$ cat src/rtl/icache_2way_param.sv
// 2-way set-associative read-only instruction cache with multi-word line
// refill over a ready-handshake memory port, per-set LRU, flush and
// saturating hit/miss counters.
module icache_2way_param #(
   parameter int unsigned ADDR_W         = 8,
   parameter int unsigned DATA_W         = 16,
   parameter int unsigned SETS           = 4,
   parameter int unsigned WORDS_PER_LINE = 2,
   parameter int unsigned CNT_W          = 16
) (
   input  logic              clock,
   input  logic              reset,
   input  logic              read_enable,
   input  logic [ADDR_W-1:0] address,
   input  logic              flush,
   output logic              rd_ready,
   output logic [DATA_W-1:0] inst,
   output logic              mem_req,
   output logic [ADDR_W-1:0] mem_addr,
   input  logic              mem_ready,
   input  logic [DATA_W-1:0] mem_rdata,
   output logic [CNT_W-1:0]  hit_count,
   output logic [CNT_W-1:0]  miss_count
);

   localparam int unsigned IndexW  = $clog2(SETS);
   localparam int unsigned OffsetW = $clog2(WORDS_PER_LINE);
   localparam int unsigned TagW    = ADDR_W - IndexW - OffsetW;
   localparam logic [OffsetW-1:0] LastBeat = OffsetW'(WORDS_PER_LINE - 1);

   typedef enum logic [2:0] {StIdle, StLookup, StRefill, StDone, StFlush} state_e;

   state_e              state_q, state_d;
   logic [ADDR_W-1:0]   addr_q, addr_d;
   logic [OffsetW-1:0]  beat_q, beat_d;
   logic                victim_q, victim_d;
   logic                rd_ready_q, rd_ready_d;
   logic [DATA_W-1:0]   inst_q, inst_d;
   logic                flush_pending_q, flush_pending_d;
   logic [CNT_W-1:0]    hit_count_q, hit_count_d;
   logic [CNT_W-1:0]    miss_count_q, miss_count_d;
   logic [1:0]          valid_q [SETS];
   logic [1:0]          valid_d [SETS];
   logic [TagW-1:0]     tag_q [SETS][2];
   logic [TagW-1:0]     tag_d [SETS][2];
   logic [SETS-1:0]     lru_q, lru_d;
   logic [DATA_W-1:0]   data_q [SETS][2][WORDS_PER_LINE];
   logic                data_we;

   logic [TagW-1:0]     addr_tag;
   logic [IndexW-1:0]   addr_index;
   logic [OffsetW-1:0]  addr_offset;
   logic [1:0]          hit_way;

   assign addr_tag    = addr_q[ADDR_W-1 -: TagW];
   assign addr_index  = addr_q[OffsetW +: IndexW];
   assign addr_offset = addr_q[OffsetW-1:0];

   // Tag compare of both ways in the latched set
   always_comb begin
      hit_way = 2'b00;
      for (int w = 0; w < 2; w++) begin
         hit_way[w] = valid_q[addr_index][w] && (tag_q[addr_index][w] == addr_tag);
      end
   end

   // Next-state logic: FSM, tag/valid/LRU updates and counters
   always_comb begin
      state_d         = state_q;
      addr_d          = addr_q;
      beat_d          = beat_q;
      victim_d        = victim_q;
      rd_ready_d      = rd_ready_q;
      inst_d          = inst_q;
      hit_count_d     = hit_count_q;
      miss_count_d    = miss_count_q;
      valid_d         = valid_q;
      tag_d           = tag_q;
      lru_d           = lru_q;
      data_we         = 1'b0;
      // A flush seen in any busy state is remembered until the next idle
      flush_pending_d = flush_pending_q | flush;

      unique case (state_q)
         StIdle: begin
            if (flush || flush_pending_q) begin
               state_d = StFlush;
            end else if (read_enable) begin
               addr_d  = address;
               state_d = StLookup;
            end
         end
         StFlush: begin
            for (int s = 0; s < SETS; s++) begin
               valid_d[s] = 2'b00;
            end
            lru_d           = '0;
            flush_pending_d = 1'b0;
            state_d         = StIdle;
         end
         StLookup: begin
            if (|hit_way) begin
               inst_d                = data_q[addr_index][hit_way[1]][addr_offset];
               rd_ready_d            = 1'b1;
               lru_d[addr_index]     = ~hit_way[1];
               if (hit_count_q != {CNT_W{1'b1}}) hit_count_d = hit_count_q + 1'b1;
               state_d               = StDone;
            end else begin
               if (!valid_q[addr_index][0])      victim_d = 1'b0;
               else if (!valid_q[addr_index][1]) victim_d = 1'b1;
               else                              victim_d = lru_q[addr_index];
               // Victim is invalid while refilling so an aborted refill leaves no stale hit
               valid_d[addr_index][victim_d] = 1'b0;
               if (miss_count_q != {CNT_W{1'b1}}) miss_count_d = miss_count_q + 1'b1;
               beat_d  = '0;
               state_d = StRefill;
            end
         end
         StRefill: begin
            if (mem_ready) begin
               data_we = 1'b1;
               if (beat_q == addr_offset) inst_d = mem_rdata;
               beat_d = beat_q + 1'b1;
               if (beat_q == LastBeat) begin
                  valid_d[addr_index][victim_q] = 1'b1;
                  tag_d[addr_index][victim_q]   = addr_tag;
                  lru_d[addr_index]             = ~victim_q;
                  rd_ready_d                    = 1'b1;
                  state_d                       = StDone;
               end
            end
         end
         StDone: begin
            if (!read_enable) begin
               rd_ready_d = 1'b0;
               state_d    = StIdle;
            end
         end
         default: state_d = StIdle;
      endcase
   end

   // Control and tag state, asynchronously cleared
   always_ff @(posedge clock or negedge reset) begin
      if (!reset) begin
         state_q         <= StIdle;
         addr_q          <= '0;
         beat_q          <= '0;
         victim_q        <= 1'b0;
         rd_ready_q      <= 1'b0;
         inst_q          <= '0;
         flush_pending_q <= 1'b0;
         hit_count_q     <= '0;
         miss_count_q    <= '0;
         valid_q         <= '{default: '0};
         tag_q           <= '{default: '0};
         lru_q           <= '0;
      end else begin
         state_q         <= state_d;
         addr_q          <= addr_d;
         beat_q          <= beat_d;
         victim_q        <= victim_d;
         rd_ready_q      <= rd_ready_d;
         inst_q          <= inst_d;
         flush_pending_q <= flush_pending_d;
         hit_count_q     <= hit_count_d;
         miss_count_q    <= miss_count_d;
         valid_q         <= valid_d;
         tag_q           <= tag_d;
         lru_q           <= lru_d;
      end
   end

   // Line data store; contents are qualified by the valid bits, so no reset
   always_ff @(posedge clock) begin
      if (data_we) data_q[addr_index][victim_q][beat_q] <= mem_rdata;
   end

   assign mem_req    = (state_q == StRefill);
   assign mem_addr   = mem_req ? {addr_tag, addr_index, beat_q} : '0;
   assign rd_ready   = rd_ready_q;
   assign inst       = inst_q;
   assign hit_count  = hit_count_q;
   assign miss_count = miss_count_q;

endmodule

$ cat config.mk
export PLATFORM = sky130hd
export DESIGN_NAME = icache_2way_param
export DESIGN_NICKNAME = d
export VERILOG_FILES = /design/src/rtl/icache_2way_param.sv
export SDC_FILE = /design/constraint.sdc
export NUM_CORES = 1
export LEC_CHECK = 0
export CORE_MARGIN = 5
export CORE_UTILIZATION = 60
export DETAILED_ROUTE_END_ITERATION = 12
export PLACE_DENSITY = 0.86
export RECOVER_POWER = 50
export SLEW_MARGIN = 20
export SYNTH_ARGS = -nofsm -noshare
export SYNTH_HDL_FRONTEND = slang
export SYNTH_SLANG_ARGS = --single-unit
$ cat constraint.sdc
create_clock -name clock -period 4.4 [get_ports clock]
set_clock_uncertainty 0.2 [all_clocks]
set_input_delay 0.44 -clock clock [delete_from_list [all_inputs] [get_ports clock]]
set_output_delay 0.44 -clock clock [all_outputs]
set_load 0.05 [all_outputs]
# Word level (Yosys, flattened, before mapping)
# Memory sizes are Yosys's and may differ from the RTL's.
# Index checks and enable logic that the tools add are counted.
[word_totals]
mem_bits_ro = 0
output_inout_bits = 58
reg_bits = 115
n_memories = 1
wordCells = 166
latch_bits = 0
ramBits = 256
[mem_list]
columns = ["memory", "depth", "word_bits", "read_ports", "rd_clocked_by_memory_dff", "write_ports", "line_no", "source"]
rows = [
  ["data_q", 4, 64, 1, 0, 1, "47", "logic [DATA_W-1:0] data_q [SETS][2][WORDS_PER_LINE];"],
]
[op_classes]
n_eq_ne = 16
n_lt_le_gt_ge = 14
bitwise = 13
shifts = 0
add_sub_neg = 3
n_div = 0
n_mux = 72
mul = 0
reduce_logical = 25
[ops]
columns = ["operator", "n"]
rows = [
  ["two-way mux 32 bit", 4],
  ["two-way mux 16 bit", 7],
  ["two-way mux 64 bit", 1],
  ["bitwise mux 40 bit", 1],
  ["adder 16 x 1 -> 16 bit, second input constant", 2],
  ["demux 32 bit (select 1 bit)", 1],
  ["two-way mux 8 bit", 4],
  ["!= test 16 bit, second input constant", 2],
  ["one-hot mux 16 bit (2 select lines)", 1],
  ["two-way mux 10 bit", 3],
  ["one-hot mux 8 bit (3 select lines)", 1],
  ["binary-select mux 10 bit (select 2 bit)", 1],
  ["demux 10 bit (select 2 bit)", 1],
  ["two-way mux 1 bit", 19],
  ["demux 16 bit (select 1 bit)", 1],
  ["AND reduction 4 bit", 4],
  ["two-way mux 3 bit", 5],
  ["AND reduction 3 bit", 5],
  ["two-way mux 4 bit", 3],
  ["one-hot mux 3 bit (4 select lines)", 1],
  ["one-hot mux 4 bit (3 select lines)", 1],
  ["== test 5 bit", 2],
  ["AND 8 bit", 1],
  ["bitwise mux 4 bit", 2],
  ["other kinds (40)", 70],
]

# Depth between registers and ports, before layout
[logic_depth]
word_depth = 19
ltp_mapped = 11

# Worst setup path after synthesis
# Ideal clock, no wire load.
[synth_timing]
path_kind = "flip-flop to flip-flop"
from = "register addr_q[1]"
to = "register tag_q[15] (netlist bit)"
setup_slack_ps = 1226
stages_incl_launch_ff = 10
t_arrival_ps = 2849
cell_sequence = "dfrtp_1 buf_6 buf_6 buf_6 buf_4 buf_6 clkbuf_1 nand2b_1 nor2_1 mux2_2"
[synth_via]
elab_chain_len = 6
word_cells_on_any_way = 7
classes_between = "order compare (2); mux (3); bitwise (1); reduce/logical (1)"
[synth_rtl]
columns = ["item", "line_no", "source"]
rows = [
  ["start: declaration", "34", "logic [ADDR_W-1:0] addr_q, addr_d;"],
  ["start signal: assignment", "160", "addr_q <= addr_d;"],
  ["NOT 2 -> 3 bit (implied by the code) (*)", "126", "tag_d[addr_index][victim_q] = addr_tag;"],
  ["greater-or-equal comparator 3 bit (implied by the code) or less-than comparator 3 x 1 -> 1 bit (tied branches)", "126", ""],
  ["logical AND 1 bit (implied by the code)", "126", ""],
  ["two-way mux 10 bit (implied by the code)", "126", ""],
  ["demux 10 bit (select 2 bit) (*)", "126", ""],
  ["bitwise mux 40 bit (*)", "126", ""],
  ["end signal: assignment", "169", "tag_q <= tag_d;"],
  ["end: declaration", "44", "logic [TagW-1:0] tag_q [SETS][2];"],
]
# Every way passes the cells marked *; elsewhere a longest branch is shown, timed or not.
# A chain may end at the register's enable or synchronous reset.

# Worst setup path in the final report
[layout_timing]
from = "register addr_q[1]"
to = "register inst_q[8] (netlist: inst[8])"
[layout_via]
elab_chain_len = 15
word_cells_on_any_way = 24
classes_between = "eq/ne (3); mux (14); bitwise (2); reduce/logical (4); memory (1)"
[layout_rtl]
columns = ["item", "line_no", "source"]
rows = [
  ["NOT 2 -> 3 bit (implied by the code)", "63", "hit_way[w] = valid_q[addr_index][w] && (tag_q[addr_index][w] == addr_tag);"],
  ["binary-select mux 10 bit (select 2 bit)", "63", ""],
  ["two-way mux 10 bit (implied by the code) (2 in series)", "63", ""],
  ["== test 5 bit", "63", ""],
  ["logical AND 1 bit", "63", ""],
  ["NOT 1 -> 2 bit (implied by the code)", "103", "inst_d = data_q[addr_index][hit_way[1]][addr_offset];"],
  ["two-way mux 32 bit (implied by the code) (3 in series)", "103", ""],
  ["two-way mux 16 bit (implied by the code) (3 in series)", "103", ""],
  ["two-way mux 16 bit", "102", "if (|hit_way) begin"],
  ["one-hot mux 16 bit (2 select lines)", "84", "unique case (state_q)"],
  ["end signal: assignment", "164", "inst_q <= inst_d;"],
  ["end: declaration", "38", "logic [DATA_W-1:0] inst_q, inst_d;"],
]
# Several ways; a longest one is shown, not always the timed one. The select of a mux whose other input is x is not followed.

==> metrics.md <==
| Metric | Value |
|---|---|
| Status | complete, but fails checks |
| Failing checks | max-capacitance violations, max-slew violations |
| WS Path Type | flip-flop to flip-flop |
| Fin. Hold Viols | 0 |
| PwrDens | 593.0 nW/µm² |
| Hpwl dp | 21.54 mm |
| 1st-pass router iterations | 6 |
| Pin count of the biggest net entering global routing | 79 |
| Initial Utilization | 60.61% |
| Cell variety after synth | 56 |
| Number of buffers created by CTS | 37 |
| Final setup TNS | 0 ps |
| Critical R2R Launch | addr_q[1] |
| Yosys warnings | 0 |
| Final Wtd Congestion | 0.8736 |
| Main synth FF type | edfxtp_1 |
| H-Tree Level Count | 2 |
| Async set or reset register ratio after synthesis | 31.00% |
| Sequential area share after synthesis | 67.08% |
| Slew HR | -19.03% |
| Net Count, Synth | 1,037 |
| Flop pwr share | 40.2% |
| Cell internal pwr | 7.168 mW |
| Post-Syn Instances | 1,006 |
| Final net count | 1,136 |
| Routed Antenna Nets | 0 |
| Largest family of logic cells by synthesized area | multiplexers |
| Number of max-cap violations | 3 |
| # diodes | 0 |
| Pleak | 6.805 nW |
| Worst Path Max Fanout | 35 |
| Total net switching power | 3.657 mW |
| Worst-margin pin slew | 1785 ps |
| Share of cells above drive strength 1 | 19.05% |
| Maximum vdd drop | 0.4242 mV |
| Period minus WS final | 3967 ps |
| Post-synth EDFFs | 256 |
| Root buf cell | clkbuf_16 |
| Routed WL | 37.79 mm |
| CTS tree | yes |
| Tot Pwr | 10.83 mW |
| Slew Viols, Final | 90 |
| CP required | 4600 ps |
| Post-CTS resize count | 0 |
| Adder-cell share of the synthesized area | 0.1589% |
| Global-route wire length before repair | 58.44 mm |
| Reg clk slew, reported paths | 60 ps |
| GR Util All Layers | 26.10% |
| Die span in y | 172.0 µm |
| Initial antenna violation count | 0 |
| RSZ-0062 raised after global routing | false |
| Wirelength per Cell | 25.72 µm |
| Hold path startpoint | hit_count[12] |
| Clock sinks | 371 |
| Die Width | 172.0 µm |
| Vias per cell | 6.624 |
| Area contributors post-synth | edfxtp_1 (49%), dfrtp_1 (18%), mux4_2 (5.9%) |
| Core Area | 25,980 µm² |
| Avg Synthesized Cell Area | 15.66 µm² |
| Critical path data arrival time | 4170 ps |
| Die area | 29,590 µm² |
| Post-Route Utilization | 70.25% |
| 1st-iter DRT viols | 1,157 |
| Area growth from synthesis to layout | 15.90% |
| Period utilization | 90.15% |
| Top-count cell post-synth | edfxtp_1 |
| Post-synthesis mux area share | 14.14% |
| Synth Register Bits | 371 |
| Crit path launch type | flip-flop |
| Simple-gate share of the synthesized area | 6.967% |
| Type of the most critical hold path | flip-flop to flip-flop |
| # setup viols final | 0 |
| GRT overflow | 0 |
| Xor/xnor share of the synthesized area | 2.447% |
| Synthesized cell area | 15,750 µm² |
| Vias in the first global route | 10,060 |
| IO Count | 87 |
| Input/output buffers | 86 |
| Worst Setup SP | addr_q[1] |
| Max Buffers Root-to-Sink | 3 |
| Clk pwr share | 29.5% |
| Via count | 9,731 |
| Clk Latency, worst-skew pair | 540 ps |
| CP Capture Type | flip-flop |
| Yosys top cell by area | edfxtp_1 |
| Switching share of power | 33.79% |
| Top cells by count, synth | edfxtp_1 (256), dfrtp_1 (115), mux2_2 (61) |
| # DRC | 0 |
| Combinational power share | 30.3% |
| Proportion of netlist area held by the largest area contributor | 48.81% |
| Maximum operating frequency | 252.1 MHz |
| Std cell rows | 59 |
| Compound-Gate Fraction of Synth Area | 6.824% |
cells by family (layout without fill, tap and decap cells):
family	count (synthesis)	in the layout
mux	163	163
simple gates	201	201
flops	371	371
xor+xnor	44	44
buf+inv	77	205
compound gates	148	148
fa+ha+maj	2	2
power groups by stage:
stage          clock network (mW)  logic (mW)  registers, mW
6_report                     3.20        3.28           4.35
5_1_grt                      3.39        3.47           4.38
4_1_cts                      3.23        3.28           4.34
3_5_place_dp                    0        3.20           4.41
3_3_place_gp                    0        3.12           4.39
2_1_floorplan                   0        2.12           4.53
timing repair:
| item | in CTS | in global routing |
|---|---|---|
| hold endpoints to repair | 57 | 0 |
| setup endpoints to repair | 0 | 0 |
| hold buffers | 1 | 0 |
| setup buffers | 0 | 0 |
worst max-delay path: stages, from the launching register on:
cell     delay, ps
dfrtp_4        590
buf_4          550
mux2i_1        310
xnor2_1        140
or3_1          170
a21oi_2         80
o21ai_2        750
o21ai_2        550
mux2_2         460
per-stage QoR:
| step | hold WS, ps | std cells | setup WS (ps) | instance area (µm²) |
|---|---|---|---|---|
| after floorplan | -55.59 | 1006 | 1226 | 15750 |
| after global placement | 265.0 | 1400 | 608.2 | 17000 |
| after detailed placement | 279.2 | 1400 | 521.2 | 17000 |
| after CTS | 289.5 | 1469 | 466.2 | 18260 |
| after global routing | 306.3 | 1469 | 158.2 | 18250 |
| final | 285.1 | 1469 | 433.4 | 18250 |
state kept, by name, indices dropped and copies added, names as in the netlist:
register         cells
lru_q                4
hit_count           16
state_q              3
flush_pending_q      1
valid_q              8
beat_q               1
rd_ready             1
data_q             256
inst                16
tag_q               40
victim_q             1
addr_q               8
miss_count          16
layout make-up:
class	instances	area, µm²
flip-flops and latches	371	10570
fillers	1564	7731
multi-input cells	558	4820
repair buffers	122	1134
clock buffers	56	1087
well taps	335	419.2
clock inverters	12	167.7
inverters	15	56.30
worst paths after layout:
kind,slack (ps),end,depth (start not counted)
worst max-delay path,430,inst[8],8
worst min-delay path,290,hit_count[12],1
worst max register to register,430,inst[8],8
worst min register to register,290,hit_count[12],1
max in group asynchronous,1010,inst[5],3
min in group asynchronous,630,miss_count[1],2
metal layers:
layer  wire (µm)  part of all wire (%)  track usage (%)  up-vias
li1            -                     -                -     4125
met1       13930                    37            35.20     4865
met2       18800                    50            42.91      624
met3        3762                    10            5.738      117
met4        1301                   3.4            8.783        0
met5           0                     0                0        -
layout by cell type (no fill, tap or decap), drive strengths merged, types with 3 or more instances in the layout:
cell type,n
a211oi,17
mux2i,56
dlygate4sd3,35
a221oi,16
mux2,66
o21a,15
and2,3
o21ai,22
a21o,4
nor2b,21
bufinv,3
o221ai,16
xor2,33
o22ai,19
nand4,11
clkdlybuf4s50,51
mux4,41
clkbuf,59
nor3,13
inv,16
nor4,15
dfrtp,115
a31o,5
a21oi,10
nor2,27
nand2b,3
xnor2,11
and3,27
o211ai,17
clkinv,7
nand2,55
buf,33
nand3,15
o311ai,4
edfxtp,256
No activity file was read; power rests on OpenSTA's default activity.
